===== src/rtl/uart_pkg.sv =====
// Shared types and constants for the UART transmit path.
package uart_pkg;

  typedef enum logic [2:0] {
    IDLE  = 3'd0,
    LOAD  = 3'd1,
    ALIGN = 3'd2,
    SEND  = 3'd3,
    DONE  = 3'd4
  } tx_state_e;

  localparam logic [1:0] PAR_NONE = 2'b00;
  localparam logic [1:0] PAR_ODD  = 2'b01;
  localparam logic [1:0] PAR_EVEN = 2'b10;

  localparam int unsigned FRAME_W        = 11;
  localparam int unsigned FRAME_LEN_BASE = 10;
  localparam int unsigned FRAME_LEN_PAR  = 11;

  // 2'b11 is treated as no parity, same as PAR_NONE.
  function automatic logic parity_en(input logic [1:0] ptype);
    return (ptype == PAR_ODD) || (ptype == PAR_EVEN);
  endfunction

endpackage


===== src/rtl/uart_tx_ctrl.sv =====
// UART transmit controller: accepts a request, hands the config to the framer,
// then serialises the framed character LSB first, one bit per baud tick.
module uart_tx_ctrl #(
  parameter int unsigned FRAME_W = uart_pkg::FRAME_W,
  parameter int unsigned CNT_W   = 4
) (
  input  logic               clk,
  input  logic               rst,
  input  logic               tx_start,
  input  logic [7:0]         data_in,
  input  logic [1:0]         parity_type,
  input  logic               data_length,
  input  logic               stop_bits,
  input  logic               baud_tick,
  input  logic [FRAME_W-1:0] frame_in,
  output logic [7:0]         fr_data,
  output logic [1:0]         fr_parity_type,
  output logic               fr_data_length,
  output logic               fr_stop_bits,
  output logic               tx_active,
  output logic               tx_out,
  output logic               ready,
  output logic               done,
  output logic               cfg_err
);
  import uart_pkg::*;

  localparam logic [CNT_W-1:0] LAST_BASE = CNT_W'(FRAME_LEN_BASE - 1);
  localparam logic [CNT_W-1:0] LAST_PAR  = CNT_W'(FRAME_LEN_PAR - 1);

  tx_state_e          state, state_nxt;
  logic [FRAME_W-1:0] shreg, shreg_nxt;
  logic [CNT_W-1:0]   bit_cnt, bit_cnt_nxt;
  logic [CNT_W-1:0]   last_idx, last_idx_nxt;
  logic               accept, reject;
  logic               tx_out_nxt, ready_nxt, done_nxt, tx_active_nxt;

  // State register
  always_ff @(posedge clk) begin
    if (rst) state <= IDLE;
    else     state <= state_nxt;
  end

  // Next-state, datapath and output decode
  always_comb begin
    state_nxt    = state;
    shreg_nxt    = shreg;
    bit_cnt_nxt  = bit_cnt;
    last_idx_nxt = last_idx;
    accept       = 1'b0;
    reject       = 1'b0;

    case (state)
      IDLE: begin
        if (tx_start) begin
          accept = 1'b1;
          if (data_length != stop_bits) state_nxt = LOAD;
          else                          reject    = 1'b1;
        end
      end
      LOAD: begin
        shreg_nxt    = frame_in;
        bit_cnt_nxt  = '0;
        last_idx_nxt = parity_en(fr_parity_type) ? LAST_PAR : LAST_BASE;
        state_nxt    = ALIGN;
      end
      ALIGN: begin
        if (baud_tick) state_nxt = SEND;
      end
      SEND: begin
        if (baud_tick) begin
          // Counter stops at the last index, so it never wraps.
          if (bit_cnt == last_idx) begin
            state_nxt = DONE;
          end else begin
            shreg_nxt   = {1'b1, shreg[FRAME_W-1:1]};
            bit_cnt_nxt = bit_cnt + CNT_W'(1);
          end
        end
      end
      DONE:    state_nxt = IDLE;
      default: state_nxt = IDLE;
    endcase

    tx_out_nxt    = (state_nxt == SEND) ? shreg_nxt[0] : 1'b1;
    ready_nxt     = (state_nxt == IDLE);
    done_nxt      = (state_nxt == DONE);
    tx_active_nxt = (state_nxt == LOAD) || (state_nxt == ALIGN) || (state_nxt == SEND);
  end

  // Datapath and output registers
  always_ff @(posedge clk) begin
    if (rst) begin
      shreg          <= '1;
      bit_cnt        <= '0;
      last_idx       <= LAST_BASE;
      fr_data        <= '0;
      fr_parity_type <= '0;
      fr_data_length <= 1'b0;
      fr_stop_bits   <= 1'b0;
      tx_out         <= 1'b1;
      ready          <= 1'b1;
      done           <= 1'b0;
      cfg_err        <= 1'b0;
      tx_active      <= 1'b0;
    end else begin
      shreg    <= shreg_nxt;
      bit_cnt  <= bit_cnt_nxt;
      last_idx <= last_idx_nxt;
      if (accept) begin
        fr_data        <= data_in;
        fr_parity_type <= parity_type;
        fr_data_length <= data_length;
        fr_stop_bits   <= stop_bits;
      end
      tx_out    <= tx_out_nxt;
      ready     <= ready_nxt;
      done      <= done_nxt;
      cfg_err   <= reject;
      tx_active <= tx_active_nxt;
    end
  end

endmodule


===== config.mk =====
export PLATFORM = sky130hd
export DESIGN_NAME = uart_tx_ctrl
export DESIGN_NICKNAME = d
export VERILOG_FILES = /design/src/rtl/uart_pkg.sv /design/src/rtl/uart_tx_ctrl.sv
export SDC_FILE = /design/constraint.sdc
export NUM_CORES = 1
export LEC_CHECK = 0
export CAP_MARGIN = 10
export CORE_UTILIZATION = 41
export CTS_CLUSTER_SIZE = 30
export DETAILED_ROUTE_END_ITERATION = 8
export PLACE_DENSITY_LB_ADDON = 0.15
export SYNTH_ARGS = -nofsm -noshare
export SYNTH_HDL_FRONTEND = slang
export SYNTH_SLANG_ARGS = --single-unit

===== constraint.sdc =====
create_clock -name clk -period 1.53 [get_ports clk]
set_input_delay 0.153 -clock clk [delete_from_list [all_inputs] [get_ports clk]]
set_output_delay 0.153 -clock clk [all_outputs]
set_load 0.02 [all_outputs]

==> flow_summary.toml, run 1 <==
[placement]
portBuffers = 43
gp_congestion = 0.939
dpl_cell_area_um2 = 2040
placedCellCount = 256
place_hpwl_um = 2610

[worst_hold_path]
hold_class = "primary input to flip-flop"
min_to = "fr_data[1]$_SDFFE_PP0P_"
hp-start = "data_in[1]"
hold_path_depth = 3

[die]
start_util = 0.434
ios = 44
die_x_um = 61.9
design.core.area_um2 = 3390
die-height_um = 61.9
die-area_um2 = 3840
fp-row-count = 21

[worst_setup_path]
crit_path_start_kind = "flip-flop"
rr_worst_depth = 4
crit_chain = "xnor2_2, nand3_2, or4_4, a31o_1"
required_ps = 1770
timing.critical_path.buf_inv = 0
worstPathMaxFanout = 4
path_delay_family = "simple AND/OR/NAND/NOR gates"
cp.arrival_ps = 1760
r2r_end = "ready$_SDFF_PP1_"
crit_slowest_cell = "or4_4"
reg2reg_from = "bit_cnt[1]$_SDFFE_PP0P_"
max_stage_delay_ps = 440
rrSetupSlack_ps = 9
crit_path_end_kind = "flip-flop"
path_class = "flip-flop to flip-flop"

[power]
seq_power_share = 0.514
p_int_w = 0.00152
clock_power_share = 0.282
netSwitchingFraction = 0.271
irDropWorstVdd_v = 0.000599
combPwrFrac = 0.204
p_leak_nw = 0.911
power.switching_w = 0.000564
power_density_nw_per_um2 = 949

[synth]
yosys-mux-area-fraction = 0.00765
synth-edff-count = 0
synth_top_family_by_area = "compound AO/OA/AOI/OAI gates"
ys_types = 40
yosysTopAreaCellShare = 0.503
synth_flop_cell = "dfxtp_1"
yosys.area_share.adder = 0.00850
yosysTopAreaCell = "dfxtp_1"
postSynthAreaPerCell_um2 = 9.20
synth_compound_area_frac = 0.230
synth_seq_area_share = 0.503
ys_ff_latch = 37
yosys.area_share.simple = 0.189
syn_area_um2 = 1470
synth.most_common_cell = "dfxtp_1"
synth.area.top_cells = "dfxtp_1 (50%), nand2_1 (7.4%), a221o_1 (6.1%), a21oi_1 (5.1%), a21o_1 (4.6%)"
synth-xor-area-share = 0.0238
synthArstFlopShare = 0
yosys-top-cells-count = "dfxtp_1 (37), nand2_1 (29), a21oi_1 (15), a21o_1 (9), a221o_1 (9)"
syn_inst = 160
syn_nets = 188
yosys_warnings = 0

[final_layout]
instances_no_fill = 268
postLayoutCellArea_um2 = 2190
layout.nets = 249
area_growth_pct = 48.9
drive_above_1_share = 0.194
fillers = 285
diodes = 0

[drt]
wire_per_inst_um = 14.5
drc = 0
vias_per_cell = 5.20
met1_length_um = 1610
vias = 1394
wl_met2_um = 2030
highest_layer = "met4"
wl_met3_um = 182
ant_nets = 0
drt_iter0_drc = 84
drt_wl_total_um = 3870
first_pass_iters = 4

[timing]
min_period_ps = 1520
slew_headroom = 0.792
rsz0062_at_grt = "yes"
finalCritPeriodShare = 0.994
drv_slew = 0
hold_viol = 0
tightestPinTransition_ps = 310
clock.fmax_ghz = 0.657
fin_skew_ps = 13.5
setup_viol_count_final = 0

[clock_tree]
cts_tree = "built"
clock_path_buffers = 2
clk_pin_slew_ps = 120
cts_root_buffer = "clkbuf_4"
h-tree-depth = 2
numCtsBuffers = 5
cts_hold_buf = 0
clkSinkCount = 37
insertion_delay_ps = 350

[grt]
antenna_found_initial = 0
grt_first_pass_wirelength_um = 5730
grt_max_degree = 23
track_usage = 0.213
grt_pass1_vias = 1268
overflow = 0

[flow_run]
cap_violations = 0

[status]
outcome = "completed"
## worst register-to-register path, cell delays in order (launching register included)
cell     delay, ps
dfxtp_1        350
xnor2_2        250
nand3_2        160
or4_4          440
a31o_1         220
## power by group through the flow
stage	combinational [W]	sequential, W	clock, W
6_report	0.000425	0.00107	0.000586
5_1_grt	0.000460	0.00108	0.000632
4_1_cts	0.000413	0.00107	0.000591
3_5_place_dp	0.000410	0.00109	0
3_3_place_gp	0.000397	0.00109	0
2_1_floorplan	0.000167	0.00113	0
## sequential cells by signal, summed over array words and instances, names as in the netlist
name	flops
last_idx	2
tx_active	1
fr_parity_type	2
ready	1
done	1
state	3
fr_stop_bits	1
cfg_err	1
shreg	11
fr_data_length	1
bit_cnt	4
fr_data	8
tx_out	1
## how the worst max path moves through the flow
stage | start | end | depth (start not counted)
after floorplan | bit_cnt[0]$_SDFFE_PP0P_ | ready$_SDFF_PP1_ | 4
after global placement | baud_tick | shreg[9]$_SDFFE_PP1P_ | 6
after detailed placement | baud_tick | shreg[7]$_SDFFE_PP1P_ | 6
after CTS | bit_cnt[3]$_SDFFE_PP0P_ | ready$_SDFF_PP1_ | 4
after global routing | bit_cnt[1]$_SDFFE_PP0P_ | ready$_SDFF_PP1_ | 4
final | bit_cnt[1]$_SDFFE_PP0P_ | ready$_SDFF_PP1_ | 4
## routing by layer
layer  vias up  GRT usage
met3         7     0.0807
li1        693          -
met1       648      0.234
met5         -          0
met2        46      0.366
met4         0     0.0984
## layout by cell type (no fill, tap or decap), types with 3 or more instances in the layout
| master | count |
|---|---|
| clkdlybuf4s50_1 | 41 |
| dfxtp_1 | 34 |
| nand2_1 | 28 |
| buf_4 | 20 |
| a21oi_1 | 15 |
| a21o_1 | 9 |
| a221o_1 | 9 |
| nor2_1 | 6 |
| clkbuf_4 | 5 |
| inv_1 | 4 |
| nor3_1 | 3 |
| nand3b_1 | 3 |
## timing repair
action / 4_1_cts / 5_1_grt
buffers inserted: 1 / 3
endpoints found under the setup margin: 5 / 16
hold endpoints to repair: 0 / 0
pin swaps: 1 / 6
gates cloned: 0 / 0
resized for setup: 7 / 9
## stage by stage
step	utilization	setup WS [ps]	TNS [ps]	hold slack (ps)	power, W
2_1_floorplan	-	34.1	0	289	0.00129
3_3_place_gp	0.603	-51.1	-505	443	0.00149
3_5_place_dp	0.603	-110	-1130	446	0.00150
4_1_cts	0.632	3.98	0	347	0.00207
5_1_grt	0.647	-16.1	-16.1	341	0.00217
6_report	0.647	8.68	0	347	0.00208
## area by class of cell
class	count	area [um2]	area share
clock buffers	7	65.1	0.0297
clock inverters	1	5.00	0.00228
inverters	5	18.8	0.00856
multi-input cells	109	721	0.329
flip-flops and latches	37	747	0.341
well taps	46	57.6	0.0263
repair buffers	63	578	0.264
## kinds of logic after synthesis
family | after synthesis
AO/OA/AOI/OAI | 47
XOR/XNOR | 4
adder cells (fa/ha/maj) | 1
buffers and inverters | 14
flip-flops | 37
multiplexers | 1
AND/OR/NAND/NOR | 56
Power figures use the tool's default switching activity.
==> run 2, diff against run 1 <==
--- a/config.mk
+++ b/config.mk
@@ -6,6 +6,7 @@
 export NUM_CORES = 1
 export LEC_CHECK = 0
 export CAP_MARGIN = 10
+export CORE_MARGIN = 5
 export CORE_UTILIZATION = 41
 export CTS_CLUSTER_SIZE = 30
 export DETAILED_ROUTE_END_ITERATION = 8
==> run 2 against run 1 <==
Clock power grew 16%. Utilization is 0.46 points lower. Routed wire length decreased by 3.7%. Largest power group unchanged. Highest routed layer unchanged. Critical path type unchanged.
==> flow_summary.toml, run 2 (synthesis results as in run 1) <==
[status]
outcome = "completed"

[clock_tree]
postCtsSetupBuffers = 0
cts_root_buffer = "clkbuf_4"
h-tree-depth = 2
cts_tree = "built"
numCtsBuffers = 5
insertion_delay_ps = 350
clock_path_buffers = 2
cts_hold_buf = 0
clk_pin_slew_ps = 120
clkSinkCount = 37

[timing]
clock.fmax_ghz = 0.672
fin_skew_ps = 11.9
setup_viol_count_final = 0
finalCritPeriodShare = 0.972
rsz0062_at_grt = "no"
drv_slew = 0
min_period_ps = 1490
tightestPinTransition_ps = 291
slew_headroom = 0.806
hold_viol = 0

[placement]
place_hpwl_um = 2660
portBuffers = 43
placedCellCount = 257
gp_congestion = 0.822

[die]
fp-row-count = 21
design.core.area_um2 = 3420
ios = 44
die-area_um2 = 4890
die-height_um = 69.9
start_util = 0.431
die_x_um = 69.9

[worst_hold_path]
min_to = "fr_data[4]$_SDFFE_PP0P_"
hold_class = "primary input to flip-flop"
hp-start = "data_in[4]"
hold_path_depth = 3

[drt]
vias = 1386
drt_iter0_drc = 70
wire_per_inst_um = 14.1
first_pass_iters = 4
drc = 0
drt_wl_total_um = 3730
ant_nets = 0
vias_per_cell = 5.23

[worst_setup_path]
path_class = "flip-flop to flip-flop"
crit_path_end_kind = "flip-flop"
required_ps = 1780
crit_slowest_cell = "dfxtp_2"
crit_chain = "xnor2_2, a31oi_2, buf_4, a41o_1, a211o_1"
max_stage_delay_ps = 360
rr_worst_depth = 5
worstPathMaxFanout = 2
cp.arrival_ps = 1740
r2r_end = "tx_out$_SDFF_PP1_"
crit_path_start_kind = "flip-flop"
rrSetupSlack_ps = 40
reg2reg_from = "last_idx[1]$_SDFFE_PP0N_"

[final_layout]
largest_reg_flops = 11
top_regs = "shreg (11), fr_data (8), bit_cnt (4)"
layout_common_cells = "dfxtp_1 (35), clkdlybuf4s50_1 (35), nand2_1 (29)"
diodes = 0
drive_above_1_share = 0.169
layout.nets = 246
instances_no_fill = 265
top_register = "shreg"
area_growth_pct = 48.9

[power]
combPwrFrac = 0.192
p_total_w = 0.00217
power_density_nw_per_um2 = 988
seq_power_share = 0.496
clock_power_share = 0.312
power.switching_w = 0.000568
p_leak_nw = 0.995
irDropWorstVdd_v = 0.000463
netSwitchingFraction = 0.262
p_int_w = 0.00160

[grt]
antenna_found_initial = 0
grt_max_degree = 22
grt_first_pass_wirelength_um = 6360
grt_pass1_vias = 1426
overflow = 0
track_usage = 0.164

[flow_run]
cap_violations = 0
-- run 2: how the worst max path moves through the flow --
| stage | slack (ps) | cells past startpoint | start | endpoint |
|---|---|---|---|---|
| 3_3_place_gp | -60 | 6 | baud_tick | shreg[9]$_SDFFE_PP1P_ |
| 3_5_place_dp | -90 | 6 | baud_tick | shreg[5]$_SDFFE_PP1P_ |
| 6_report | 40 | 5 | last_idx[1]$_SDFFE_PP0N_ | tx_out$_SDFF_PP1_ |
| 5_1_grt | 2 | 1 | fr_data[0]$_SDFFE_PP0P_ | fr_data[0] |
| 2_1_floorplan | 30 | 4 | bit_cnt[0]$_SDFFE_PP0P_ | ready$_SDFF_PP1_ |
| 4_1_cts | 2 | 5 | last_idx[1]$_SDFFE_PP0N_ | shreg[2]$_SDFFE_PP1P_ |
-- run 2: critical path, delay by kind of cell, from the launching register on --
family | cells | cell delay, ps
flip-flops | 1 | 360
buffers and inverters | 1 | 160
XOR/XNOR | 1 | 220
AO/OA/AOI/OAI | 3 | 650
-- run 2: layout make-up --
class	instances	area (um2)
Fill cell	284	1220
Timing Repair Buffer	60	574
Tap cell	46	57.6
Clock buffer	6	41.3
Sequential cell	37	743
Inverter	5	18.8
Multi-Input combinational cell	109	719
Clock inverter	2	38.8
-- run 2: what timing repair did --
action,in CTS,in global routing
endpoints found under the setup margin,14,23
pin swaps,0,5
gates resized for setup,6,15
-- run 2: stage by stage --
stage | util | setup WS [ps] | cell area [um2] | hold slack (ps) | TNS [ps]
after floorplan | - | 34.1 | 1470 | 289 | 0
after global placement | 0.601 | -55.3 | 2050 | 442 | -541
after detailed placement | 0.601 | -88.0 | 2050 | 449 | -867
after CTS | 0.630 | 1.82 | 2150 | 320 | 0
after global routing | 0.642 | 1.62 | 2190 | 322 | 0
final | 0.642 | 42.8 | 2190 | 334 | 0
-- run 2: power groups by stage --
| stage | logic, W | clock network, W | registers (W) |
|---|---|---|---|
| after floorplan | 0.000167 | 0 | 0.00113 |
| after global placement | 0.000401 | 0 | 0.00109 |
| after detailed placement | 0.000408 | 0 | 0.00109 |
| after CTS | 0.000414 | 0.000703 | 0.00107 |
| after global routing | 0.000450 | 0.000740 | 0.00108 |
| final | 0.000416 | 0.000677 | 0.00107 |
-- run 2: layer usage --
metal  vias up  global-route usage  share of wire
met1       654               0.187           0.43
met2        39               0.264           0.49
met5         -                   0              0
li1        684                   -              -
met4         0               0.100          0.024
met3         9              0.0531          0.061
